[config.mk]
export PLATFORM = sky130hd
export DESIGN_NAME = timer_control_unit
export DESIGN_NICKNAME = d
export VERILOG_FILES = /design/src/rtl/timer_control_unit_pkg.sv /design/src/rtl/timer_control_unit_tick_prescaler.sv /design/src/rtl/timer_control_unit.sv
export SDC_FILE = /design/constraint.sdc
export NUM_CORES = 1
export LEC_CHECK = 0
export ABC_CLOCK_PERIOD_IN_PS = 3000
export BUFFER_PORTS_ARGS = -buffer_cell sky130_fd_sc_hd__buf_2
export CAP_MARGIN = 30
export CORE_MARGIN = 5
export CORE_UTILIZATION = 59
export CTS_CLUSTER_SIZE = 8
export DETAILED_ROUTE_END_ITERATION = 16
export PLACE_DENSITY = 0.78
export SLEW_MARGIN = 0
export SYNTH_ARGS = -nofsm -noshare
export SYNTH_HDL_FRONTEND = slang
export SYNTH_SLANG_ARGS = --single-unit
[constraint.sdc]
create_clock -name clock -period 3 [get_ports clock]
set_input_delay 0.15 -clock clock [delete_from_list [all_inputs] [get_ports clock]]
set_output_delay 0.15 -clock clock [all_outputs]
set_load 0.05 [all_outputs]
[src/rtl/timer_control_unit_pkg.sv]
// Shared definitions for the countdown control stage and the digit-chain top level.
// Holds the state encodings and the default tick rate.
package timer_control_unit_pkg;

    localparam logic [1:0] STATE_IDLE  = 2'b00;
    localparam logic [1:0] STATE_RUN   = 2'b01;
    localparam logic [1:0] STATE_PAUSE = 2'b10;
    localparam logic [1:0] STATE_DONE  = 2'b11;

    typedef enum logic [1:0] {
        ST_IDLE  = STATE_IDLE,
        ST_RUN   = STATE_RUN,
        ST_PAUSE = STATE_PAUSE,
        ST_DONE  = STATE_DONE
    } state_t;

    // One tick per second at 100 MHz; the prescaler width must cover TICK_DIV.
    localparam int unsigned DEFAULT_TICK_DIV = 100_000_000;
    localparam int unsigned DEFAULT_CNT_W    = 27;

endpackage

[src/rtl/timer_control_unit_tick_prescaler.sv]
// Modulo-TICK_DIV cycle counter. terminal is high while the count sits on its last
// value; the owner gates it with its own enable to form a one-cycle tick.
module tick_prescaler #(
    parameter int unsigned TICK_DIV = 4,
    parameter int unsigned CNT_W    = 3
) (
    input  logic clock,
    input  logic reset,
    input  logic enable,
    input  logic clear,
    output logic terminal
);

    localparam logic [CNT_W-1:0] LAST_COUNT = CNT_W'(TICK_DIV - 1);

    logic [CNT_W-1:0] count_reg;

    always_ff @(posedge clock) begin
        if (!reset) begin
            count_reg <= '0;
        end else if (clear) begin
            count_reg <= '0;
        end else if (enable) begin
            if (count_reg == LAST_COUNT) begin
                count_reg <= '0;
            end else begin
                count_reg <= count_reg + CNT_W'(1);
            end
        end
    end

    // Ungated so the owner's next-state logic has no loop back through enable.
    assign terminal = (count_reg == LAST_COUNT);

endmodule

[src/rtl/timer_control_unit.sv]
// Run/pause/done controller that turns the start/stop button and a prescaled clock
// into decrease_timer pulses for the least-significant digit of the countdown chain.
module timer_control_unit
    import timer_control_unit_pkg::*;
#(
    parameter int unsigned TICK_DIV = DEFAULT_TICK_DIV,
    parameter int unsigned CNT_W    = DEFAULT_CNT_W
) (
    input  logic       clock,
    input  logic       reset,
    input  logic       start_stop_button,
    input  logic       set_time_button,
    input  logic       timer_at_zero,
    output logic       decrease_timer,
    output logic       running,
    output logic       time_up,
    output logic       alarm_led,
    output logic [1:0] state
);

    state_t state_reg, state_next;
    logic   btn_prev_reg;
    logic   decrease_reg, decrease_next;
    logic   running_reg, running_next;
    logic   time_up_reg, time_up_next;
    logic   alarm_reg, alarm_next;
    logic   presc_enable, presc_clear, presc_terminal;
    logic   start_edge;

    assign start_edge = start_stop_button & ~btn_prev_reg;

    tick_prescaler #(
        .TICK_DIV (TICK_DIV),
        .CNT_W    (CNT_W)
    ) u_tick_prescaler (
        .clock    (clock),
        .reset    (reset),
        .enable   (presc_enable),
        .clear    (presc_clear),
        .terminal (presc_terminal)
    );

    // History resets high so a button held through reset is not taken as a press.
    always_ff @(posedge clock) begin
        if (!reset) begin
            state_reg    <= ST_IDLE;
            btn_prev_reg <= 1'b1;
            decrease_reg <= 1'b0;
            running_reg  <= 1'b0;
            time_up_reg  <= 1'b0;
            alarm_reg    <= 1'b0;
        end else begin
            state_reg    <= state_next;
            btn_prev_reg <= start_stop_button;
            decrease_reg <= decrease_next;
            running_reg  <= running_next;
            time_up_reg  <= time_up_next;
            alarm_reg    <= alarm_next;
        end
    end

    always_comb begin
        state_next    = state_reg;
        decrease_next = 1'b0;
        alarm_next    = alarm_reg;
        presc_enable  = 1'b0;
        presc_clear   = 1'b0;

        if (set_time_button) begin
            state_next  = ST_IDLE;
            presc_clear = 1'b1;
            alarm_next  = 1'b0;
        end else begin
            case (state_reg)
                ST_IDLE: begin
                    presc_clear = 1'b1;
                    alarm_next  = 1'b0;
                    if (start_edge && !timer_at_zero) begin
                        state_next = ST_RUN;
                    end
                end
                ST_RUN: begin
                    if (timer_at_zero) begin
                        state_next  = ST_DONE;
                        presc_clear = 1'b1;
                    end else if (start_edge) begin
                        state_next = ST_PAUSE;
                    end else begin
                        presc_enable  = 1'b1;
                        decrease_next = presc_terminal;
                    end
                end
                ST_PAUSE: begin
                    // Count is frozen here so a resume finishes the partial tick.
                    if (timer_at_zero) begin
                        state_next  = ST_DONE;
                        presc_clear = 1'b1;
                    end else if (start_edge) begin
                        state_next = ST_RUN;
                    end
                end
                ST_DONE: begin
                    // The chain stays at zero throughout DONE, so timer_at_zero is moot here.
                    if (start_edge) begin
                        state_next  = ST_IDLE;
                        presc_clear = 1'b1;
                        alarm_next  = 1'b0;
                    end else begin
                        presc_enable = 1'b1;
                        if (presc_terminal) begin
                            alarm_next = ~alarm_reg;
                        end
                    end
                end
                default: begin
                    state_next  = ST_IDLE;
                    presc_clear = 1'b1;
                    alarm_next  = 1'b0;
                end
            endcase
        end

        running_next = (state_next == ST_RUN);
        time_up_next = (state_next == ST_DONE);
    end

    assign decrease_timer = decrease_reg;
    assign running        = running_reg;
    assign time_up        = time_up_reg;
    assign alarm_led      = alarm_reg;
    assign state          = state_reg;

endmodule

Word level (Yosys, flattened, before mapping)
Cells that the tools add are included.
{"block": "op_classes", "n_mux": 20, "n_eq_ne": 7, "reduce_logical": 9, "n_addsub": 1, "bitwise": 5}
{"cell": "adder 27 x 1 -> 27 bit (second input constant)", "n": 1}
{"cell": "== test 27 bit (second input constant)", "n": 1}
{"cell": "two-way mux 27 bit", "n": 1}
{"cell": "two-way mux 2 bit", "n": 7}
{"cell": "two-way mux 1 bit", "n": 8}
{"cell": "case mux 2 bit (4 select lines)", "n": 1}
{"cell": "== test 2 bit (second input constant)", "n": 3}
{"cell": "OR reduction 2 bit", "n": 3}
{"cell": "OR reduction 5 bit", "n": 1}
{"cell": "== test 2 x 1 -> 1 bit (second input constant)", "n": 2}
{"cell": "NOT 1 bit", "n": 4}
{"cell": "case mux 1 bit (2 select lines)", "n": 2}
{"cell": "!= test 3 bit (second input constant)", "n": 1}
{"cell": "case mux 1 bit (3 select lines)", "n": 1}
{"cell": "logical NOT 2 bit", "n": 1}
{"cell": "AND reduction 2 bit", "n": 1}
{"cell": "nonzero test 2 bit", "n": 1}
{"cell": "AND 1 bit", "n": 1}
{"cell": "logical AND 1 bit", "n": 1}
{"cell": "logical NOT 1 bit", "n": 1}
{"block": "totals", "regBits": 34, "word_cells": 49}

Logic depth before layout (Yosys ltp)
{"block": "logic_depth", "word_depth": 7, "ltp_mapped": 8, "mapped_depth_nobuf": 7}

Modules after synthesis
A second synthesis with hierarchy kept.
{"block": "unflattened", "hier_cells": 206, "area_unflattened_um2": 1716.6}
{"module": "tick_prescaler", "n_inst": 1, "area_per_inst_um2": 1311.3, "cells_per_inst": 159}
{"module": "timer_control_unit", "n_inst": 1, "area_per_inst_um2": 405.4, "cells_per_inst": 47}

Worst setup path after synthesis
Ideal clock, no wire load.
{"block": "synth_timing", "path_type": "register -> register", "start": "reg state_reg[0] (netlist: state[0])", "end": "reg u_tick_prescaler.count_reg[25]", "required_time_ns": 2.929, "synth_period_minus_slack_ns": 2.579, "stages_incl_launch_ff": 7, "t_arrival_ns": 2.508, "path_buffers": 0, "setup_slack_ns": 0.421, "setup_time_ns": 0.071, "cell_sequence": "dfxtp_1 > ha_1 > nand2b_1 > a2111oi_4 > nand3_1 > or4_1 > a21oi_1"}
{"block": "synth_via", "elab_chain_len": 5}
{"item": "from (decl)", "line_no": "timer_control_unit.sv:21", "text": "state_t state_reg, state_next;"}
{"item": "from (signal assigned)", "line_no": "timer_control_unit.sv:53", "text": "state_reg <= state_next;"}
{"item": "== test 2 bit / == test 2 x 1 -> 1 bit (equally long branches)", "line_no": "timer_control_unit.sv:74", "text": "case (state_reg)"}
{"item": "OR reduction 2 bit (no line)"}
{"item": "case mux 1 bit (3 select lines)", "line_no": "timer_control_unit.sv:74"}
{"item": "two-way mux 1 bit", "line_no": "timer_control_unit.sv:69", "text": "if (set_time_button) begin"}
{"item": "OR reduction 2 bit (no line)"}
{"item": "to (signal assigned)", "line_no": "timer_control_unit_tick_prescaler.sv:27", "text": "count_reg <= count_reg + CNT_W'(1);"}
{"item": "to (decl)", "line_no": "timer_control_unit_tick_prescaler.sv:16", "text": "logic [CNT_W-1:0] count_reg;"}
Parallel ways exist; a longest one is shown, timed or not.
A chain may end at the register's enable or synchronous reset.

Final worst setup path
{"block": "layout_timing", "start": "reg u_tick_prescaler.count_reg[17]", "end": "reg u_tick_prescaler.count_reg[24]"}
{"block": "layout_via", "elab_chain_len": 2}
{"item": "adder 27 x 1 -> 27 bit / == test 27 bit (equally long branches)", "line_no": "timer_control_unit_tick_prescaler.sv:27, timer_control_unit_tick_prescaler.sv:24"}
{"item": "two-way mux 27 bit *", "line_no": "timer_control_unit_tick_prescaler.sv:24", "text": "if (count_reg == LAST_COUNT) begin"}
Every way passes the cells marked *; elsewhere a longest branch is shown, timed or not.

==> results.md <==
Timing:
- The count of endpoints failing hold in the final timing report is 0.
- The setup TNS is 0 ps.
- The max-slew violation count is 0.
- The time the worst path needs with I/O delays and setup is 2440 ps.
- Derived from the worst setup path, the maximum achievable clock frequency is 409 MHz.
- At the pin with the least slew margin, the transition time is 486 ps.
- Setup repair after global routing left no endpoint under its margin.
- In this run the tightest slew margin relative to its limit is 67.5%.
- The clock arrives with 2.92 ps of skew.
- The final critical path takes up 81.4% of the cycle.
- Setup violations remaining at the end of the flow were counted as 0.

Final layout:
- After filler insertion, the fill cell instance count of the layout stands at 222.
- The count of nets after finishing is 220.
- The flip-flop count of the largest register, all copies and words added is 27.
- The share of post-route cells with drive strength above 1 is 12.3%.
- The utilization of the core after routing is 67.6%.
- The growth of design area from synthesis to finish is 9.79%.
- Once layout is complete, the cells apart from fillers number 242.
- The leading cell type in the layout, fill and taps excluded is dfxtp_1.
- The area taken by multi-input logic gates is 977 µm².
- The count of antenna diodes in the layout is 0.
- In the layout the commonest cells are dfxtp_1 (34), nor2_1 (30), nand4_1 (14), xor2_1 (13), nand3_1 (12).
- Across the whole layout, storage elements account for 681 µm².

Yosys:
- Sorting the synthesized cells by area gives the leading types as dfxtp_1 (40%), xor2_1 (6.7%), nor2_1 (6.6%).
- Measured against the total synthesized area, the mux share comes to 0%.
- The fraction of registers with async set/reset is 0%.
- In this run, synthesis inferred 0 flip-flops with an integrated enable.
- The number of nets in the synthesized netlist is 202.
- After Yosys synthesis, full adders, half adders and majority gates account for 3.68% of the synthesized area.
- The parity-gate share of the synthesized area counting xor and xnor cells is 12.4%.
- After synthesis, the largest family of logic cells by area is simple AND/OR/NAND/NOR gates.
- Summing the areas of all compound-gate instances in the mapped netlist gives 9.50% of the synthesized area.
- The count of warnings emitted by yosys is 0.
- In this run the mean area of a mapped cell was 8.85 µm².
- The cell area that synthesis handed to floorplanning was 1700 µm².
- The post-synthesis sequential area ratio is 40.1%.
- The post-synthesis cell type with the largest combined area is dfxtp_1.
- The portion of synthesized cell area occupied by the leading cell type is 40.1%.
- The count of distinct cell types in the synthesized netlist is 40.
- In the synthesized netlist, the number of instances is 192.
- The most common flop cell mapped by yosys is dfxtp_1.
- The synthesized-area fraction occupied by and/or/nand/nor cells is 32.0%.
- The register bit total from synthesis is 34.

Detailed routing:
- For this run, the detailed router's first-pass iteration total came to 4.
- Summed over all layers, the routed wires come to 3640 µm.
- The post-detailed-route via-to-cell ratio is 6.02.
- The final routed wire length divided by cell count is 15.1 µm.
- After detailed routing, the number of remaining DRC violations is 0.
- The highest routed metal layer is met4.
- The remaining antenna violation count after routing is 0.
- For this block, the via count after detailed routing is 1458.
- The total routed wire length on the met1 layer is 1540 µm.
- Wire segments on met3 add up to 171 µm in the final route.
- For this block, the initial DRC count from the detailed router was 72.
- The length of routed met2 wiring is 1870 µm.

Worst setup path:
- The number of cells traversed by the worst register-to-register path is 6.
- In this run the register-to-register setup slack is 560 ps.
- Data on the critical path is required at its endpoint by 3230 ps.
- The maximum cell stage delay along the critical path is 530 ps.
- The worst setup path is launched from a flop.
- The cell type of the slowest stage on the worst timing path is or4_1.
- The nature of the critical path endpoint is a flop.
- Broken down by cell family, the worst path's largest delay share belongs to simple AND/OR/NAND/NOR gates.
- The data arrival at the endpoint of the critical path is 2670 ps.
- The critical path goes through or4b_1 -> or4_1 -> or3_4 -> o211ai_4 -> buf_4 -> nor2_1.
- Counting both buffers and inverters, the worst setup path holds a total of 1.
- The worst register-to-register path ends at u_tick_prescaler.count_reg[24]$_SDFFE_PP0P_.
- The largest fanout of any net on the critical path is 27.
- The worst flop-to-flop path startpoint is u_tick_prescaler.count_reg[17]$_SDFFE_PP0P_.
- The kind of critical path is reg2reg.

CTS:
- TritonCTS built the clock tree.
- The clock sink count is 34.
- The clock edge transition at the registers on the reported setup and hold paths is 100 ps.
- After clock tree synthesis, the repair step resized 0 gates.
- The later-pin clock latency in the skew report is 340 ps.
- The cts-stage hold buffer count is 1.
- TritonCTS created 5 clock buffers.
- The count of H-tree levels built during CTS is 2.
- The tree is rooted in a clkbuf_4.
- After clock tree synthesis, the setup repair step added 0 buffers.
- The maximum buffer depth of the clock tree is 2.

Power and ir drop:
- Internal power comes to 0.000576 W.
- Combinational cells account for 3.7% of the total power.
- Power spread over the standard cell area amounts to 401 nW/µm².
- The cell leakage power is 0.618 nW.
- Registers are responsible for 60.7% of the overall power.
- The worst IR drop on VDD is 0.315 mV.
- The clock network fraction of design power is 35.6%.
- Summed over all nets, the switching power comes to 0.000173 W.
- Net switching is 23.1% of the power.

Min path:
- Counting instances, the worst hold path has a depth of 2.
- The worst hold path terminates at btn_prev_reg$_SDFF_PN1_.
- The class of the most critical hold timing path is in2reg.
- The startpoint identified for the worst hold timing path is start_stop_button.

Place:
- The HPWL reported at the end of detailed placement is 2570 µm.
- Counting tap cells, the placed design contains a total of 233 instances.
- The number of I/O port buffers is 10.
- Routability-driven placement finished with a final weighted congestion of 0.813.

Outcome:
- The flow ran to the end, and the final reports show no timing, DRC or antenna violations.

Die:
- The x dimension of the die is 63.7 µm.
- The die covers 4050 µm².
- Pin placement for this block handled 11 I/O pins.
- The vertical die dimension is 63.7 µm.
- The region available for standard cell placement spans 2760 µm².
- The standard-cell row count is 19.
- For this configuration, the core starts out at a cell density of 61.6%.

Global route:
- The remaining global-route overflow is 0.
- The largest net degree at the start of global routing is 28.
- The global routing usage summed across all routing layers is 19.6%.
- The number of antenna violations at the first check in global routing is 0.
- The via count of the first global-routing pass is 1430.
- The global-route wire length before repair is 6330 µm.

Flow run:
- The total of max-cap violations is 0.
[routing by layer]
layer | global-route usage, % | up-vias
li1 | - | 720
met1 | 20.9 | 693
met2 | 34.4 | 38
met3 | 6.22 | 7
met4 | 9.35 | 0
met5 | 0 | -
[worst max-delay path by stage]
| stage | endpoint | depth (start not counted) | startpoint |
|---|---|---|---|
| after detailed placement | u_tick_prescaler.count_reg[5]$_SDFFE_PP0P_ | 6 | u_tick_prescaler.count_reg[17]$_SDFFE_PP0P_ |
| final | u_tick_prescaler.count_reg[24]$_SDFFE_PP0P_ | 6 | u_tick_prescaler.count_reg[17]$_SDFFE_PP0P_ |
| after global routing | u_tick_prescaler.count_reg[14]$_SDFFE_PP0P_ | 6 | u_tick_prescaler.count_reg[11]$_SDFFE_PP0P_ |
| after global placement | u_tick_prescaler.count_reg[22]$_SDFFE_PP0P_ | 6 | u_tick_prescaler.count_reg[17]$_SDFFE_PP0P_ |
| after CTS | u_tick_prescaler.count_reg[5]$_SDFFE_PP0P_ | 6 | u_tick_prescaler.count_reg[17]$_SDFFE_PP0P_ |
| after floorplan | u_tick_prescaler.count_reg[25]$_SDFFE_PP0P_ | 6 | state[0]$_SDFF_PN0_ |
[final cells by class]
| class | count | share of cell area [%] |
|---|---|---|
| tap | 31 | 2.08 |
| multi-input combinational | 149 | 52.4 |
| sequential | 34 | 36.5 |
| inverter | 5 | 1.01 |
| clock inverter | 1 | 0.268 |
| clock buffer | 7 | 2.95 |
| timing repair buffer | 15 | 4.83 |
[synthesized netlist by cell type, types with 3 or more instances]
master / n
dfxtp_1: 34
nor2_1: 30
nand4_1: 14
xor2_1: 13
nand3_1: 12
xnor2_1: 11
nand2_1: 7
a21oi_1: 5
and3_1: 5
ha_1: 5
inv_1: 5
nor3_1: 5
and2_1: 4
nand2b_1: 4
nor4_1: 4
or4_1: 4
o21ai_0: 3
[power groups by stage]
| stage | clock network, W | registers [W] | logic [W] |
|---|---|---|---|
| floorplan | 0 | 0.000467 | 0.0000141 |
| global placement | 0 | 0.000464 | 0.0000254 |
| detailed placement | 0 | 0.000464 | 0.0000265 |
| CTS | 0.000271 | 0.000454 | 0.0000276 |
| global route | 0.000297 | 0.000454 | 0.0000301 |
| finish | 0.000267 | 0.000454 | 0.0000276 |
[logic make-up after synthesis]
group / after synthesis
AOI/OAI and AO/OA: 19
xor gates and xnor gates: 24
adders and majority gates: 5
buffers and inverters: 9
DFF: 34
and+or+nand+nor: 101
[through the flow]
step	instance area (µm²)	total power [W]	hold WS, ps	worst slack (ps)
floorplan	1700	0.000481	223	421
finish	1870	0.000748	32.0	557
detailed placement	1800	0.000491	361	559
global route	1870	0.000781	5.45	431
global placement	1800	0.000490	364	629
CTS	1870	0.000753	22.8	559
Note: power is estimated with default switching activity, not from simulation.
